### src/rtl/spi_master.sv
// Single-channel SPI master: one full-duplex BIT_WIDTH-bit transfer per start pulse,
// all four CPOL/CPHA modes, MSB- or LSB-first, sclk divided down from clk.
module spi_master #(
    parameter int unsigned BIT_WIDTH = 8,
    parameter int unsigned CLK_DIV   = 20
) (
    input  logic                 clk,
    input  logic                 rst_n,
    input  logic                 start,
    input  logic                 cpol,
    input  logic                 cpha,
    input  logic                 lsbf,
    input  logic [BIT_WIDTH-1:0] wdata,
    input  logic                 miso,
    output logic                 sclk,
    output logic                 nss,
    output logic                 mosi,
    output logic                 done,
    output logic [BIT_WIDTH-1:0] rdata
);

    localparam int unsigned H      = CLK_DIV / 2;
    localparam int unsigned CNT_W  = $clog2(H + 1);
    localparam int unsigned NHALF  = 2 * BIT_WIDTH;
    localparam int unsigned HALF_W = $clog2(NHALF + 1);

    localparam logic [2:0] S_IDLE  = 3'd0;
    localparam logic [2:0] S_SETUP = 3'd1;
    localparam logic [2:0] S_SHIFT = 3'd2;
    localparam logic [2:0] S_HOLD  = 3'd3;
    localparam logic [2:0] S_DONE  = 3'd4;

    logic [2:0]           state_q;
    logic [CNT_W-1:0]     cnt_q;
    logic [HALF_W-1:0]    half_q;
    logic                 cpol_q, cpha_q, lsbf_q;
    logic [BIT_WIDTH-1:0] tx_q, rx_q, rdata_q;
    logic                 sclk_q, nss_q, mosi_q, done_q;

    logic                 cnt_end;
    logic                 edge_now, edge_lead, edge_last;
    logic [HALF_W-1:0]    edge_idx;
    logic                 tx_bit;
    logic [BIT_WIDTH-1:0] tx_shift, rx_shift;

    always_comb begin
        cnt_end  = (cnt_q == CNT_W'(H - 1));
        edge_idx = (state_q == S_SETUP) ? '0 : half_q + HALF_W'(1);
        // An sclk edge is due at the end of SETUP and of every half period but the last
        edge_now = cnt_end && ((state_q == S_SETUP) ||
                   (state_q == S_SHIFT && half_q != HALF_W'(NHALF - 1)));
        edge_lead = ~edge_idx[0];
        edge_last = (edge_idx == HALF_W'(NHALF - 1));
    end

    always_comb begin
        tx_bit   = lsbf_q ? tx_q[0] : tx_q[BIT_WIDTH-1];
        tx_shift = tx_q;
        rx_shift = rx_q;
        if (lsbf_q) begin
            for (int i = 0; i < int'(BIT_WIDTH) - 1; i++) begin
                tx_shift[i] = tx_q[i+1];
                rx_shift[i] = rx_q[i+1];
            end
            tx_shift[BIT_WIDTH-1] = 1'b0;
            rx_shift[BIT_WIDTH-1] = miso;
        end else begin
            for (int i = int'(BIT_WIDTH) - 1; i > 0; i--) begin
                tx_shift[i] = tx_q[i-1];
                rx_shift[i] = rx_q[i-1];
            end
            tx_shift[0] = 1'b0;
            rx_shift[0] = miso;
        end
    end

    always_ff @(posedge clk or negedge rst_n) begin
        if (!rst_n) begin
            state_q <= S_IDLE;
            cnt_q   <= '0;
            half_q  <= '0;
            cpol_q  <= 1'b0;
            cpha_q  <= 1'b0;
            lsbf_q  <= 1'b0;
            tx_q    <= '0;
            rx_q    <= '0;
            rdata_q <= '0;
            sclk_q  <= 1'b0;
            nss_q   <= 1'b1;
            mosi_q  <= 1'b0;
            done_q  <= 1'b0;
        end else begin
            done_q <= 1'b0;
            case (state_q)
                S_IDLE: begin
                    nss_q  <= 1'b1;
                    mosi_q <= 1'b0;
                    sclk_q <= cpol_q;
                    if (start) begin
                        cpol_q  <= cpol;
                        cpha_q  <= cpha;
                        lsbf_q  <= lsbf;
                        tx_q    <= wdata;
                        rx_q    <= '0;
                        sclk_q  <= cpol;
                        nss_q   <= 1'b0;
                        cnt_q   <= '0;
                        state_q <= S_SETUP;
                    end
                end
                S_SETUP: begin
                    // cpha=0 slaves sample on the first edge, so the first bit goes out now
                    if (cnt_q == '0 && !cpha_q) begin
                        mosi_q <= tx_bit;
                        tx_q   <= tx_shift;
                    end
                    if (cnt_end) begin
                        cnt_q   <= '0;
                        half_q  <= '0;
                        state_q <= S_SHIFT;
                    end else begin
                        cnt_q <= cnt_q + CNT_W'(1);
                    end
                end
                S_SHIFT: begin
                    if (cnt_end) begin
                        cnt_q <= '0;
                        if (half_q == HALF_W'(NHALF - 1)) begin
                            sclk_q  <= cpol_q;
                            state_q <= S_HOLD;
                        end else begin
                            half_q <= half_q + HALF_W'(1);
                        end
                    end else begin
                        cnt_q <= cnt_q + CNT_W'(1);
                    end
                end
                S_HOLD: begin
                    if (cnt_end) begin
                        cnt_q   <= '0;
                        nss_q   <= 1'b1;
                        mosi_q  <= 1'b0;
                        state_q <= S_DONE;
                    end else begin
                        cnt_q <= cnt_q + CNT_W'(1);
                    end
                end
                S_DONE: begin
                    done_q  <= 1'b1;
                    rdata_q <= rx_q;
                    state_q <= S_IDLE;
                end
                default: state_q <= S_IDLE;
            endcase

            if (edge_now) begin
                sclk_q <= ~sclk_q;
                if (edge_lead != cpha_q) begin
                    rx_q <= rx_shift;
                end else if (!edge_last) begin
                    mosi_q <= tx_bit;
                    tx_q   <= tx_shift;
                end
            end
        end
    end

    assign sclk  = sclk_q;
    assign nss   = nss_q;
    assign mosi  = mosi_q;
    assign done  = done_q;
    assign rdata = rdata_q;

endmodule

### config.mk
export PLATFORM = sky130hd
export DESIGN_NAME = spi_master
export DESIGN_NICKNAME = d
export VERILOG_FILES = /design/src/rtl/spi_master.sv
export SDC_FILE = /design/constraint.sdc
export NUM_CORES = 1
export LEC_CHECK = 0
export BUFFER_PORTS_ARGS = -buffer_cell sky130_fd_sc_hd__buf_2
export CAP_MARGIN = 20
export CORE_MARGIN = 3
export CORE_UTILIZATION = 41
export DETAILED_ROUTE_END_ITERATION = 10
export PLACE_DENSITY = 0.67
export SETUP_SLACK_MARGIN = 0.5
export SYNTH_ARGS = -nofsm -noshare
export SYNTH_HDL_FRONTEND = slang
export SYNTH_SLANG_ARGS = --single-unit
### constraint.sdc
create_clock -name clk -period 2.7 [get_ports clk]
set_input_delay 0.405 -clock clk [delete_from_list [all_inputs] [get_ports clk]]
set_output_delay 0.405 -clock clk [all_outputs]
set_load 0.01 [all_outputs]
==> results by group <==
Layout
  – Area of the multi-input gates: 1110 um^2
  – Area growth syn-to-layout: 20.4%
  – Area occupied by registers: 1080 um^2
  – Share of cells above drive strength 1: 28.1%
  – Layout filler cell count: 448
  – Cell Count, Final, Fillers Out: 319
  – Final nets: 268
  – Post-route cell area: 2680 um^2
  – N_diodes: 0

Setup path
  – Worst stage delay on the critical path: 440 ps
  – Critical path class: reg2reg
  – CP startpoint kind: register
  – Slowest cell on the critical path: dfrtp_2
  – Crit. End Element: register
  – CP arrival: 2290 ps
  – Crit-path cells: ha_4 > and3_1 > ha_2 > nor3b_2 > o211ai_1 > a221oi_4 > buf_12 > a21oi_4 > o32ai_2
  – Critical Path Fanout Max: 5
  – Worst Path Required: 2900 ps
  – CP top delay family: compound AO/OA/AOI/OAI gates
  – Critical path buffers and inverters: 1

Detailed routing
  – Initial DRC count: 161
  – Drt first pass iters: 4
  – Final ANT Viol Nets: 0
  – Vias post-DR: 1,735
  – Avg Vias per Cell: 5.44
  – Wirelength per Cell: 14.8 um
  – DRC errors left: 0
  – Post-Route WL: 4730 um

Pwr
  – Switching share of power: 19.7%
  – Peak VDD IR: 0.379 mV
  – Sequential Power Share: 50.8%
  – Leakage power: 1.18 nW
  – Clock share of power: 46.9%
  – Comb pwr share: 2.3%
  – Internal power: 1.02 mW
  – PwrDens: 475 nW/um^2
  – NetSw: 0.251 mW

Timing
  – Worst Skew: 4.44 ps
  – Max Slew Vio Count: 0
  – Post-layout min period: 2090 ps
  – RSZ-0062 raised after global routing: no
  – Slew @ Worst Pin: 959 ps
  – TNS Setup: 0 ps
  – Finish-stage setup viols: 0
  – Final Hold Fails: 0
  – Slew HR: 36.0%
  – Final worst path period share: 77.3%
  – Maximum clock rate: 0.479 GHz

Place
  – IO Port Bufs: 26
  – Cells after DPL: 301
  – Placed cell area: 2430 um^2
  – Gp weighted congestion: 0.809
  – Dpl hpwl: 3110 um

GRT
  – Largest net degree at the start of global routing: 44
  – Antenna violations before repair: 0
  – First-pass GRT wire length: 7750 um
  – GRT Overall Usage: 15.6%
  – Vias in the first global route: 1,602
  – Global route total overflow: 0

Clock network
  – Root Driver: clkbuf_8
  – Worst skew pair latency: 290 ps
  – CTS sink count: 43
  – CTS tree: yes
  – H-tree levels: 2
  – Clock-pin slew on the worst setup and hold paths: 80 ps
  – Clock buffer depth: 2
  – CTS buffer count: 5
  – Cts hold-fix bufs: 0

Logic synthesis
  – Cells after Synth: 212
  – Sequential share of the synthesized area: 48.3%
  – Ys Warns: 0
  – Mapped Nets: 232
  – Synth Register Bits: 43
  – Mean Syn Cell Area: 10.5 um^2
  – Mapped Area: 2230 um^2
  – Post-synth cell types: 45

Die
  – Die W: 79.7 um
  – DIE AREA: 6360 um^2
  – Core Area: 5170 um^2
  – IO Count: 27
  – Initial core utilization: 43.1%
  – Cell Rows: 26
  – Die H: 79.7 um

Hold path
  – Hold Crit Class: in2async

Outcome
  – Status: finished, final reports clean

Run
  – MaxCap Viol Count: 0
[per-stage QoR]
stage	hold WS (ps)	util (%)	power, mW	worst slack [ps]
CTS	292	50.1	1.29	510
global placement	465	47.0	0.691	370
floorplan	109	-	0.665	534
finish	257	51.9	1.28	613
global route	304	51.9	1.33	475
detailed placement	475	47.0	0.691	218
[cells in the final DEF (no fill, tap or decap), types with 2 or more instances in the layout]
cell,instances
nor2_1,7
bufinv_16,2
nand3b_1,3
nand2b_1,4
a22oi_1,8
and2_1,2
clkbuf_8,5
nand2_1,19
mux2_2,9
buf_2,26
a221oi_1,2
inv_1,7
o31ai_1,4
nor2b_1,3
dfrtp_1,41
o21ai_0,16
ha_1,3
nand3_1,12
or3_1,2
mux2i_1,16
a21oi_2,2
o22ai_1,9
nor3_1,2
buf_4,12
a21oi_1,3
o21ai_1,4
[state kept, by name, indices dropped and copies added, names as in the netlist]
| register | cells |
|---|---|
| done | 1 |
| half_q | 5 |
| cnt_q | 4 |
| mosi | 1 |
| rdata | 8 |
| rx_q | 8 |
| nss | 1 |
| lsbf_q | 1 |
| cpha_q | 1 |
| sclk | 1 |
| cpol_q | 1 |
| tx_q | 8 |
| state_q | 3 |
[power groups by stage]
stage	clock [mW]	combinational [mW]	sequential, mW
floorplan	0	0.00456	0.660
global placement	0	0.0300	0.661
detailed placement	0	0.0301	0.661
CTS	0.615	0.0304	0.648
global route	0.644	0.0338	0.649
finish	0.598	0.0290	0.648
[what timing repair did]
action	in CTS	in global routing
buffers inserted	2	7
endpoints found under the setup margin	15	21
cloned	0	1
pin swaps	2	1
resized for setup	1	5
[logic make-up (layout without fill, tap and decap cells)]
| group | count (synthesis) | count (layout) | synth area share (%) |
|---|---|---|---|
| adders and majority gates | 5 | 5 | 2.81 |
| DFF | 43 | 43 | 48.3 |
| and+or+nand+nor | 65 | 65 | 16.0 |
| buffers and inverters | 18 | 54 | 3.76 |
| AOI/OAI and AO/OA | 55 | 56 | 17.0 |
| muxes | 25 | 25 | 11.7 |
| xor gates and xnor gates | 1 | 1 | 0.393 |
[final cells by class]
cell class | instances | share of cell area, %
Inverter | 7 | 0.979
Clock buffer | 5 | 2.57
Sequential cell | 43 | 40.2
Multi-Input combinational cell | 152 | 41.5
Timing Repair Buffer | 39 | 8.96
Tap cell | 70 | 3.26
Clock inverter | 3 | 2.52
[worst paths after layout]
check / depth (start not counted) / from / slack, ps / to
min: 1 / rst_n / 260 / done$_DFF_PN0_
min reg2reg: 2 / half_q[4]$_DFFE_PN0P_ / 500 / half_q[4]$_DFFE_PN0P_
min in group clk: 3 / lsbf / 300 / lsbf_q$_DFFE_PN0P_
max: 9 / half_q[0]$_DFFE_PN0P_ / 610 / tx_q[7]$_DFF_PN0_
max reg2reg: 9 / half_q[0]$_DFFE_PN0P_ / 610 / tx_q[7]$_DFF_PN0_
max in group asynchronous: 1 / rst_n / 1790 / half_q[0]$_DFFE_PN0P_
[synth_stat cells (all sizes together)]
master   number  area share (%)
a2bb2oi       1            0.39
dfrtp        42              47
nor4bb        1            0.45
o311a         1            0.45
a221oi        3             2.0
a22oi         8             2.7
nor2b         3            0.84
o32ai         1            0.73
and3          1            0.28
nor3          3            0.90
o31ai         5             1.7
or2           2            0.56
nor2          7             1.2
ha            5             2.8
o211ai        1            0.34
nand2        19             3.2
mux2          9             4.5
xnor2         1            0.39
buf           8             2.1
and2          2            0.56
o22ai         9             2.5
nor4b         1            0.39
dfstp         1             1.2
a22o          1            0.39
or3           2            0.56
a21oi         5             1.3
nand3b        3             1.0
and3b         1            0.39
clkbuf        3            0.51
nand2b        4             1.1
and4b         1            0.45
mux2i        16             7.2
o21ai        20             4.5
nor3b         2             1.1
nand3        12             2.7
nand4         1            0.28
inv           7             1.2
[per-layer routing]
metal  part of all wire, %  GRT usage, %  vias up  routed length, um
met2                    44          23.1       37               2080
met5                     0             0        -                  0
met1                    51          22.3      844               2400
met3                   3.5          3.50        6                167
li1                      -             -      848                  -
met4                   1.7          5.50        0                 80
No activity file was read; power rests on OpenSTA's default activity.
